<file path="config.mk">
export PLATFORM = sky130hd
export DESIGN_NAME = tff_mod_counter
export DESIGN_NICKNAME = d
export VERILOG_FILES = /design/src/rtl/tff_mod_counter.sv
export SDC_FILE = /design/constraint.sdc
export NUM_CORES = 1
export LEC_CHECK = 0
export BUFFER_PORTS_ARGS = -buffer_cell sky130_fd_sc_hd__buf_2
export CORE_AREA = 10 10 47 49
export DETAILED_ROUTE_END_ITERATION = 8
export DIE_AREA = 0 0 57 59
export HOLD_SLACK_MARGIN = 0.02
export PLACE_DENSITY = 0.58
export SLEW_MARGIN = 20
export SYNTH_ARGS = -nofsm -noshare
export SYNTH_HDL_FRONTEND = slang
export SYNTH_SLANG_ARGS = --single-unit
export TNS_END_PERCENT = 20
</file>
<file path="constraint.sdc">
create_clock -name Clk -period 2.3 [get_ports Clk]
set_input_delay 0.23 -clock Clk [delete_from_list [all_inputs] [get_ports Clk]]
set_output_delay 0.23 -clock Clk [all_outputs]
set_load 0.02 [all_outputs]
</file>
<file path="src/rtl/tff_mod_counter.sv">
// Modulo-MODULUS up/down counter with T-flip-flop style next-state update, parallel load,
// terminal-count and wrap flags. Optional synchronous clear: define TFF_CNT_SYNCH_CLEAR_EN.
module tff_mod_counter #(
  parameter int unsigned WIDTH   = 4,
  parameter int unsigned MODULUS = 10
) (
  input  logic             Clk,
  input  logic             reset_n,
  input  logic             en,
  input  logic             up_dn,
  input  logic             load,
`ifdef TFF_CNT_SYNCH_CLEAR_EN
  input  logic             synch_clr,
`endif
  input  logic [WIDTH-1:0] load_val,
  output logic [WIDTH-1:0] Q,
  output logic             tc,
  output logic             wrap,
  output logic             load_err
);

  // One extra bit so MODULUS == 2**WIDTH is representable for the load range check.
  localparam logic [WIDTH:0]   LP_MOD = (WIDTH+1)'(MODULUS);
  localparam logic [WIDTH-1:0] LP_MAX = WIDTH'(MODULUS - 1);
  localparam logic [WIDTH-1:0] LP_ONE = WIDTH'(1);

  logic [WIDTH-1:0] r_q;
  logic             r_wrap;
  logic             r_load_err;

  logic [WIDTH-1:0] w_qn;
  logic [WIDTH-1:0] w_t;
  logic             w_wrap_n;
  logic             w_load_err_n;
  logic             w_load_ok;
  logic             w_clr;

  assign w_load_ok = ({1'b0, load_val} < LP_MOD);

`ifdef TFF_CNT_SYNCH_CLEAR_EN
  assign w_clr = synch_clr;
`else
  assign w_clr = 1'b0;
`endif

  always_comb begin
    w_qn         = r_q;
    w_wrap_n     = 1'b0;
    w_load_err_n = 1'b0;
    if (w_clr) begin
      w_qn = '0;
    end else if (load) begin
      if (w_load_ok) w_qn = load_val;
      else           w_load_err_n = 1'b1;
    end else if (en) begin
      if (up_dn) begin
        if (r_q == LP_MAX) begin
          w_qn     = '0;
          w_wrap_n = 1'b1;
        end else begin
          w_qn = r_q + LP_ONE;
        end
      end else begin
        if (r_q == '0) begin
          w_qn     = LP_MAX;
          w_wrap_n = 1'b1;
        end else begin
          w_qn = r_q - LP_ONE;
        end
      end
    end
  end

  // Each bit toggles exactly where the target state differs from the current one.
  assign w_t = r_q ^ w_qn;

  always_ff @(posedge Clk or negedge reset_n) begin
    if (!reset_n) begin
      r_q        <= '0;
      r_wrap     <= 1'b0;
      r_load_err <= 1'b0;
    end else begin
      r_q        <= r_q ^ w_t;
      r_wrap     <= w_wrap_n;
      r_load_err <= w_load_err_n;
    end
  end

  assign Q        = r_q;
  assign wrap     = r_wrap;
  assign load_err = r_load_err;
  assign tc       = up_dn ? (r_q == LP_MAX) : (r_q == '0);

endmodule
</file>
==> metrics <==
final weighted congestion in routability-driven placement=0.7885; commonest cells after routing, fill and taps aside=15 x buf_2, 7 x nor2_1, 6 x dfrtp_1, 6 x a21oi_1, 5 x inv_1; violation count after the first detailed-routing iteration=10; post-detailed-placement half-perimeter wirelength=990.7 um; aggregate global-route resource usage=8.073%; footprint of the multi-input gates=302.8 um^2; non-filler cells in the finished layout=91; num rows=14; total of max-cap violations=0; ratio of routed vias to standard cells=5.297; most frequent standard cell in the layout excluding fill and tap cells=buf_2; first-pass GRT wire length=2.228 mm; maximum single-stage delay on the critical path=0.51 ns; Final Routed Wirelength=1.235 mm; Fillers=159; final core area utilization=42.77%; combinational share of power=36.1%; endpoint kind of the worst setup timing path=output pin; endpoint required time on the critical path=2.07 ns; Critical Path Most Common Cell=inv_1; register-to-register path setup slack=0.54 ns; residual overflow from global routing=0; maximum fanout along the worst path=9; transition time at the pin with the least slew margin=0.3104 ns; fraction of final layout cells with drive strength greater than 1=33.33%; critical path startpoint category=flop; First-pass DRT Iterations=4; Main synth FF type=dfrtp_1; vias in the first global route=508; cell area after synthesis=479.2 um^2; Max Fclk=506.9 MHz; largest net degree at the start of global routing=13; Clock H-tree levels=1; maximum vdd ir drop=201.1 uV; area added between synthesis and finish=25.07%; post-layout min period=1.973 ns; sequential cell area=150.1 um^2; internal power of the cells=234.0 uW; Max Root-Sink Buffers=2; average routed wire per standard cell=13.57 um; post-route setup TNS=0 ns; Initial Utilization=34.20%; number of nets produced by synthesis=69; total placed cells including tap cells=87; switching power summed over all nets=137.4 uW; data arrival time at the worst-slack endpoint=1.74 ns; fraction of synthesized cell area taken by the top area cell type=31.33%; vertical die dimension=59 um; final slew viol count=0; share of the yosys chip area belonging to registers=31.33%; clock group share of total power=25.3%; Die X-Extent=57 um; result of the run=completed; Post-Syn Instances=57; post-synthesis average cell area=8.407 um^2; Slew Limit Headroom=79.31%; total via count in the routed design=482; cell accounting for the most synthesized area=dfrtp_1; Cell Chain, Critical Path=inv_1, ha_1, nor3b_1, o21ai_1, inv_1, buf_2; clock latency of the later-clocked register in the worst-skew pair=0.24 ns; post-synthesis async set-or-reset flop share=100.0%; final hold violation count=0; unrepaired setup endpoints after global routing=no; leak pwr=0.3084 nW; Yosys cell types=27; crit path kind=flop to output pin; DRC=0; synth top area cells=dfrtp_1 31%, ha_1 7.8%, a21oi_1 6.3%; highest-delay cell along the critical path=dfrtp_1; TritonCTS sink count=6; final setup violation count=0; Layout Skew=0.001996 ns; total power of the final layout=371.4 uW; Yosys warnings=0; class of the tightest hold or removal check=input pin to flop; I/O pin total=16; number of diodes added for antenna fixing=0; cell area after layout=599.3 um^2; die area=0.003363 mm^2; antenna violations before repair=0; Final period util=85.77%; total power per unit cell area=619.6 mW/mm^2; Clock Pin Slew Worst Setup and Hold Paths=0.04 ns; layout net count=89; buffers inserted by post-CTS timing repair=0; Resized cells post-CTS=0; number of buffers created by CTS=3; share of power burned in registers=38.6%; core area=0.001401 mm^2; CTS tree=built; EDFF count, synth=0; cell at the root of the clock tree=clkbuf_4; sw frac=37.00%; Detail Route Antenna Nets=0; FF+latch count, synth=6; input/output buffers=15; Placed Area=566.8 um^2
[Yosys cell counts (all sizes together), types with 2 or more instances]
cell type  number
nor2            7
o21ai           7
a21oi           6
dfrtp           6
inv             5
nand2           4
ha              3
a21o            2
[worst paths after layout]
check | from | endpoint | cells after the start
worst max-delay path | Q[0]$_DFF_PN0_ | tc | 6
worst min-delay path | load | Q[0]$_DFF_PN0_ | 2
worst max register to register | Q[0]$_DFF_PN0_ | Q[2]$_DFF_PN0_ | 6
worst min register to register | Q[0]$_DFF_PN0_ | Q[0]$_DFF_PN0_ | 2
min in group asynchronous | reset_n | wrap$_DFF_PN0_ | 2
max in group asynchronous | reset_n | load_err$_DFF_PN0_ | 2
[flip-flops by register name (all words and copies together) (netlist names)]
| signal | count |
|---|---|
| wrap | 1 |
| Q | 4 |
| load_err | 1 |
[per-stage QoR]
| step | hold slack, ns | worst slack, ns |
|---|---|---|
| final | 0.2604 | 0.3274 |
| after global routing | 0.2641 | 0.1898 |
| after CTS | 0.2524 | 0.3027 |
| after detailed placement | 0.05856 | 0.5350 |
| after global placement | 0.06040 | 0.5754 |
| after floorplan | -0.06559 | 0.5428 |
[cell type report]
| cell class | instances | area share [%] |
|---|---|---|
| clock buffer | 3 | 3.758 |
| inverter | 5 | 3.132 |
| multi-input combinational | 45 | 50.52 |
| sequential | 6 | 25.05 |
| tap | 16 | 3.340 |
| timing repair buffer | 16 | 14.20 |
[power by group through the flow]
stage	logic, mW	clock network, mW	registers (mW)
finish	0.134	0.0941	0.143
global route	0.150	0.106	0.147
CTS	0.136	0.0977	0.144
detailed placement	0.134	0	0.145
global placement	0.133	0	0.145
floorplan	0.0761	0	0.154
[metal layers]
metal,part of all wire (%),track usage [%],wire [um],vias up
met5,0,0,0,-
met4,0,4.027,0,0
met3,3.2,3.219,40,0
met2,51,12.40,636,10
met1,45,9.495,559,221
li1,-,-,-,251
[kinds of logic (layout without fill, tap and decap cells)]
family                     Yosys count  in the layout  share of synthesized area (%)
DFF                                  6              6                          31.33
AOI/OAI and AO/OA                   22             22                          31.33
and+or+nand+nor                     19             19                          21.67
muxes                                1              1                          2.350
buffers and inverters                6             24                          5.484
adders and majority gates            3              3                          7.834
[timing repair]
item	in CTS	in global routing
hold endpoints to repair	6	0
setup endpoints to repair	0	0
hold buffers	1	0
[worst max-delay path: cells and delay by family (launching register included)]
kind,cells,cell delay [ns]
AO/OA/AOI/OAI,1,0.26
buffers and inverters,3,0.33
AND/OR/NAND/NOR,1,0.15
flip-flops,1,0.51
adder cells (fa/ha/maj),1,0.25
No activity file was read; power rests on OpenSTA's default activity.
